===== src/rtl/stopwatch_cnt_m.sv =====
// Four-digit BCD up/down stopwatch with prescaled tick, start/stop and lap freeze.
// state    | meaning
// STOPPED  | count held, live display
// RUNNING  | counting, live display
// LAP_RUN  | counting, display frozen on snapshot
// LAP_STOP | count held, display frozen on snapshot
module stopwatch_cnt_m #(
    parameter int TICK_DIV = 500000
) (
    input  logic       clk_i,
    input  logic       rst_i,
    input  logic       start_i,
    input  logic       lap_i,
    input  logic       clr_i,
    input  logic       up_i,
    output logic [3:0] dig0_o,
    output logic [3:0] dig1_o,
    output logic [3:0] dig2_o,
    output logic [3:0] dig3_o,
    output logic       running_o,
    output logic       lap_o,
    output logic       tick_o,
    output logic       rollover_o
);
    localparam int PW = $clog2(TICK_DIV);
    localparam logic [PW-1:0] PRE_MAX = PW'(TICK_DIV - 1);

    typedef enum logic [1:0] {STOPPED, RUNNING, LAP_RUN, LAP_STOP} state_t;

    state_t        state, state_nxt;
    logic          start_q, lap_q, armed;
    logic          start_edge, lap_edge;
    logic [PW-1:0] pre;
    logic [15:0]   count, snap, disp;
    logic          counting, tick_now;
    logic [16:0]   step;

    // Returns {wrap, next_value}; every digit stays in 0..9.
    function automatic logic [16:0] bcd_step(input logic [15:0] v, input logic up);
        logic [15:0] r;
        logic        c;
        r = v;
        c = 1'b1;
        for (int i = 0; i < 4; i++) begin
            if (c) begin
                if (up) begin
                    if (v[i*4 +: 4] == 4'd9) r[i*4 +: 4] = 4'd0;
                    else begin
                        r[i*4 +: 4] = v[i*4 +: 4] + 4'd1;
                        c = 1'b0;
                    end
                end else begin
                    if (v[i*4 +: 4] == 4'd0) r[i*4 +: 4] = 4'd9;
                    else begin
                        r[i*4 +: 4] = v[i*4 +: 4] - 4'd1;
                        c = 1'b0;
                    end
                end
            end
        end
        return {c, r};
    endfunction

    // armed masks the first cycle after reset so a button held through reset is not an edge.
    always_ff @(posedge clk_i or posedge rst_i) begin
        if (rst_i) begin
            start_q <= 1'b0;
            lap_q   <= 1'b0;
            armed   <= 1'b0;
        end else begin
            start_q <= start_i;
            lap_q   <= lap_i;
            armed   <= 1'b1;
        end
    end

    assign start_edge = armed & start_i & ~start_q;
    assign lap_edge   = armed & lap_i & ~lap_q;

    always_ff @(posedge clk_i or posedge rst_i) begin
        if (rst_i) state <= STOPPED;
        else       state <= state_nxt;
    end

    always_comb begin
        state_nxt = state;
        if (clr_i) begin
            state_nxt = STOPPED;
        end else if (start_edge) begin
            case (state)
                STOPPED:  state_nxt = RUNNING;
                RUNNING:  state_nxt = STOPPED;
                LAP_RUN:  state_nxt = LAP_STOP;
                LAP_STOP: state_nxt = LAP_RUN;
                default:  state_nxt = STOPPED;
            endcase
        end else if (lap_edge) begin
            case (state)
                RUNNING:  state_nxt = LAP_RUN;
                LAP_RUN:  state_nxt = RUNNING;
                LAP_STOP: state_nxt = STOPPED;
                default:  state_nxt = state;
            endcase
        end
    end

    assign counting = (state == RUNNING) || (state == LAP_RUN);
    assign tick_now = counting && (pre == PRE_MAX);
    assign step     = bcd_step(count, up_i);

    always_ff @(posedge clk_i or posedge rst_i) begin
        if (rst_i) begin
            pre        <= '0;
            count      <= '0;
            snap       <= '0;
            tick_o     <= 1'b0;
            rollover_o <= 1'b0;
        end else if (clr_i) begin
            pre        <= '0;
            count      <= '0;
            snap       <= '0;
            tick_o     <= 1'b0;
            rollover_o <= 1'b0;
        end else begin
            tick_o     <= tick_now;
            rollover_o <= tick_now & step[16];
            if (counting) pre <= tick_now ? '0 : pre + PW'(1);
            if (tick_now) count <= step[15:0];
            if (state == RUNNING && state_nxt == LAP_RUN) snap <= count;
        end
    end

    assign running_o = counting;
    assign lap_o     = (state == LAP_RUN) || (state == LAP_STOP);
    assign disp      = lap_o ? snap : count;
    assign dig0_o    = disp[3:0];
    assign dig1_o    = disp[7:4];
    assign dig2_o    = disp[11:8];
    assign dig3_o    = disp[15:12];
endmodule


===== config.mk =====
export PLATFORM = sky130hd
export DESIGN_NAME = stopwatch_cnt_m
export DESIGN_NICKNAME = d
export VERILOG_FILES = /design/src/rtl/stopwatch_cnt_m.sv
export SDC_FILE = /design/constraint.sdc
export NUM_CORES = 1
export LEC_CHECK = 0
export BUFFER_PORTS_ARGS = -buffer_cell sky130_fd_sc_hd__buf_2
export CAP_MARGIN = 20
export CORE_UTILIZATION = 48
export DETAILED_ROUTE_END_ITERATION = 6
export PLACE_DENSITY_LB_ADDON = 0.08
export SYNTH_ARGS = -nofsm -noshare
export SYNTH_HDL_FRONTEND = slang
export SYNTH_SLANG_ARGS = --single-unit

===== constraint.sdc =====
create_clock -name clk_i -period 4.5 [get_ports clk_i]
set_input_delay 0.225 -clock clk_i [delete_from_list [all_inputs] [get_ports clk_i]]
set_output_delay 0.225 -clock clk_i [all_outputs]
set_load 0.01 [all_outputs]

Yosys cells after proc, flatten, opt, wreduce, memory -nomap -nowiden

Index checks and enable logic that the tools add are counted.
Widths: inputs -> output; s select.

Register bits after elaboration: 58
Input port bits: 6
Word-level logic and storage cells: 100

Add/sub/neg operators: 9
Eq/ne operators: 9
Multiplexer cells: 45
Bitwise logic cells: 7
Reductions and logical operators: 18

Operator list:

| operator              | count |
|---|---|
| $mux 16               | 5 |
| $mux 4                | 15 |
| $mux 19               | 3 |
| $add 19x1->19 const B | 1 |
| $eq 19x19->1 const B  | 1 |
| $mux 1                | 17 |
| $add 4x1->4 const B   | 4 |
| $eq 4x4->1 const B    | 4 |
| $logic_not 4->1       | 4 |
| $sub 4x1->4 const B   | 4 |
| $reduce_bool 2->1     | 6 |
| $pmux 2 s4            | 1 |
| $eq 2x2->1 const B    | 3 |
| $mux 2                | 3 |
| $pmux 2 s3            | 1 |
| $reduce_and 2->1      | 3 |
| $and 1x1->1           | 5 |
| $eq 2x1->1 const B    | 1 |
| $logic_and 1x1->1     | 2 |
| $logic_not 2->1       | 1 |
| $logic_or 1x1->1      | 2 |
| $not 1->1             | 2 |

Logic depth before layout (Yosys ltp)

Word-level depth: 9
Mapped depth: 8
Mapped depth without buffers: 6

Worst setup path before layout

No wires, ideal clock.

Kind: register -> register
Start point: register state[0]
End point: register pre[16]
Arrival time: 2.165 ns
Data required time: 4.421 ns
Slack: 2.256 ns
Stages on the path, launching flop included: 8
Path buffers: 1
Clock period less this slack: 2.244 ns
Cell sequence: dfrtp_1 -> inv_1 -> ha_1 -> buf_2 -> o21ai_1 -> or4_1 -> or3_1 -> a21oi_1

Longest elaborated chain between the ends: 6
Elaborated cells on any way between the ends: 8
Those cells by class: 2 x eq/ne; 3 x mux; 3 x reduce/logical

Ends and longest elaborated chain:

| what                                            | line | RTL |
|---|---|---|
| from (decl)                                     | 30   | `state_t state, state_nxt;` |
| from (signal assigned)                          | 82   | `else state <= state_nxt;` |
| $eq 2x1->1 / $eq 2x2->1 (equally long branches) | 107  | `assign counting = (state == RUNNING) \|\| (state == LAP_RUN);` |
| $logic_or 1x1->1 (*)                            | 107  |  |
| via running_o                                   | 20   | `output logic running_o,` |
| $logic_and 1x1->1                               | 108  | `assign tick_now = counting && (pre == PRE_MAX);` |
| $mux 19 (2 in a row)                            | 127  | `if (counting) pre <= tick_now ? '0 : pre + PW'(1);` |
| $mux 19                                         | 118  | `end else if (clr_i) begin` |
| to (signal assigned)                            | 127  |  |
| to (decl)                                       | 33   | `logic [PW-1:0] pre;` |

Mark *: on every way through the listed nets, which the timed path passes. The rest lies on a longest branch. The select of a mux whose other input is x is not followed.
A chain may end at the register's enable or synchronous reset.

Worst setup path in the final report

Start point: register state[0]
End point: output port dig2_o[0]

Longest elaborated chain between the ends: 3
Elaborated cells on any way between the ends: 4
Those cells by class: 2 x eq/ne; 1 x mux; 1 x reduce/logical

Ends and longest elaborated chain:

| what                 | line | RTL |
|---|---|---|
| $eq 2x2->1           | 134  | `assign lap_o = (state == LAP_RUN) \|\| (state == LAP_STOP);` |
| $logic_or 1x1->1 (*) | 134  |  |
| $mux 16 (*)          | 135  | `assign disp = lap_o ? snap : count;` |
| to (decl)            | 18   | `output logic [3:0] dig2_o,` |

Mark *: on every way between the ends. The rest lies on a longest branch, timed or not.

==> impl_metrics.ini <==
[sta]
setup_viol = 0
tns_ns = 0
period_share = 0.563
slew_headroom = 0.343
min_period_ns = 2.53
worstMarginPinSlew_ns = 0.979
fmax_ghz = 0.395
maxSlewViolCount = 0
worst_slack_ns = 1.97
rsz0062_at_grt = false
finClkSkew_ns = 0.0162
hold_viol_final = 0

[global_route]
grt_pass1_wl_mm = 16.0
grt_overflow_total = 0
grt_use_met3 = 0.0390
use_met2 = 0.366
grt_pass1_vias = 3258
antenna_found_initial = 0
grt_max_degree = 59
use_met1 = 0.324
top_usage_layer = met2
grt.total_usage = 0.233

[detailed_routing]
drcViolationCount = 0
wl_per_cell_um = 16.3
vias = 3280
dr.pass1.iters = 5
drtIter0Drc = 237
wirelength_mm = 9.16
vias_per_cell = 5.84
antenna_left = 0

[power]
p_per_area_mw_per_mm2 = 254
seqPwrFrac = 0.474
ir_drop_mv = 0.160
power_frac_clock = 0.452
power_frac_comb = 0.074
power_switching_uw = 271
power_leakage_nw = 1.83
swShare = 0.242
cell_internal_pwr_uw = 850

[floorplan]
core_area_mm2 = 0.00789
initial_core_util = 0.508
die_area_mm2 = 0.00872
ios = 26
die_h_um = 93.4
die_w_um = 93.4
fp-row-count = 32

[clocking]
h-tree-depth = 3
clockRootBuffer = clkbuf_8
ctsResizeCount = 0
cts_buffer_depth = 2
cts_inserted_buffers = 9
worstSkewPairLatency_ns = 0.34
post_cts_buffers = 0
clkSinkCount = 58
cts_tree = yes
ctsHoldBuffers = 0
clk_pin_slew_ns = 0.06

[logic_synthesis]
synth_top_area_frac = 0.362
ys.flop_type = dfrtp_1
synth-async-reset-ratio = 1.00
ys_top_cells_by_area = dfrtp_1 36%, ha_1 6.6%, mux2i_1 6.2%, nand2_1 5.1%, o21ai_0 3.6%
yosysMostFrequentCell = dfrtp_1
syn-mean-instance-area_um2 = 9.11
synth_top_cell_by_area = dfrtp_1
yosys-top-cells-count = 58 x dfrtp_1, 54 x nand2_1, 29 x o21ai_0
ys_warn_count = 0
synthCells = 440
syn_nets = 467
synth_area_mm2 = 0.00401
synth_seq_cells = 58
synthDistinctLibCells = 75
synth_edf_count = 0
synth-seq-area-share = 0.362

[placement]
portBuffers = 25
place.gp.congestion = 0.849
hpwlAfterDp_mm = 6.13
dpl_worst_slack_ns = 1.81

[setup_path]
slowest_delay_ns = 0.41
cp_data_required_time_ns = 4.28
end_kind = output pin
crit_type = flop to output pin
path_depth = 7
critPathTopFamily = buffers and inverters
critPathLaunchType = flop
critical-path-slowest-cell = dfrtp_1
r2r-end = count[14]
r2r_slack_ns = 2.00
rr_worst_depth = 6
critPathMaxFanout = 19
worstPathArrival_ns = 2.31
crit_start = state[0]
endpoint = dig2_o[0]
path_cells = inv_1, ha_1, nor2_1, buf_4, clkinv_1, o21ai_0, buf_2
crit_buf_inv = 4
reg2reg_from = count[0]

[run]
cap_violations = 0

[final_layout]
multi_input_area_mm2 = 0.00238
area_delta_synth_final_pct = 9.86
n_fill_cell = 704
drive_above_1_share = 0.157
num_antenna_cells = 0
finalNetCount = 483
ff_latch_area_mm2 = 0.00145

[worst_hold_path]
hp-class = input port to flop

[status]
status = finished, final reports clean
-- logic make-up after synthesis --
group	count (synthesis)	share of synthesized area
AO/OA/AOI/OAI	97	0.166
XOR/XNOR	12	0.0262
adder cells (fa/ha/maj)	21	0.0655
buffers and inverters	44	0.0434
flip-flops	58	0.362
multiplexers	35	0.0905
other	1	0.000935
AND/OR/NAND/NOR	172	0.246
-- worst min-delay path by stage --
| stage | from | endpoint | slack [ns] | depth (start not counted) |
|---|---|---|---|---|
| after global placement | start_i | start_q | 0.36 | 1 |
| final | start_i | start_q | 0.02 | 1 |
| after detailed placement | start_i | start_q | 0.37 | 1 |
| after floorplan | lap_i | lap_q | 0.26 | 0 |
| after CTS | start_i | start_q | 0.007 | 1 |
| after global routing | start_i | start_q | 0.01 | 1 |
-- flip-flops by register name, summed over array words and instances (netlist names) --
register    count
state           2
tick_o          1
count          16
rollover_o      1
snap           16
lap_q           1
pre            19
armed           1
start_q         1
-- cell type report --
type | instances | share of cell area
multi-input cells | 338 | 0.541
flip-flops and latches | 58 | 0.329
clock buffers | 13 | 0.0383
repair buffers | 29 | 0.0369
well taps | 102 | 0.0290
inverters | 20 | 0.0170
clock inverters | 2 | 0.00795
-- stage by stage --
step,instance area [um2],hold WS [ns],std cells,power [mW],util
6_report,4410,0.0223,562,1.12,0.559
3_3_place_gp,4190,0.362,546,0.623,0.531
2_1_floorplan,4010,0.256,440,0.601,-
4_1_cts,4390,0.00741,561,1.14,0.557
5_1_grt,4410,0.0122,562,1.17,0.559
3_5_place_dp,4190,0.367,546,0.624,0.531
-- cells in the final DEF, fill, tap and decap left out, drive strengths merged, types with 13 or more instances in the layout --
cell / synthesis / routed
buf: 5 / 29
o21ai: 31 / 31
inv: 18 / 18
nand3: 13 / 13
nand2: 54 / 54
mux2i: 25 / 25
nor2: 21 / 21
clkbuf: 19 / 13
ha: 21 / 21
a21oi: 19 / 19
dfrtp: 58 / 58
-- power groups by stage --
stage | Sequential, mW | Combinational [mW] | Clock [mW]
2_1_floorplan | 0.540 | 0.0611 | 0
3_3_place_gp | 0.541 | 0.0824 | 0
3_5_place_dp | 0.541 | 0.0832 | 0
4_1_cts | 0.531 | 0.0838 | 0.520
5_1_grt | 0.532 | 0.0929 | 0.543
6_report | 0.531 | 0.0829 | 0.507
-- worst reg2reg max path: cells and delay by family (launching register included) --
kind / cells / cell delay [ns]
buffers and inverters: 1 / 0.21
and+or+nand+nor: 2 / 0.98
adders and majority gates: 1 / 0.27
AOI/OAI and AO/OA: 2 / 0.47
DFF: 1 / 0.47
-- metal layers --
metal | vias up | wire length [um]
met4 | 0 | 102
met3 | 9 | 253
met1 | 1595 | 4630
met2 | 50 | 4180
met5 | - | 0
li1 | 1626 | -
(Power assumes the default switching activity.)
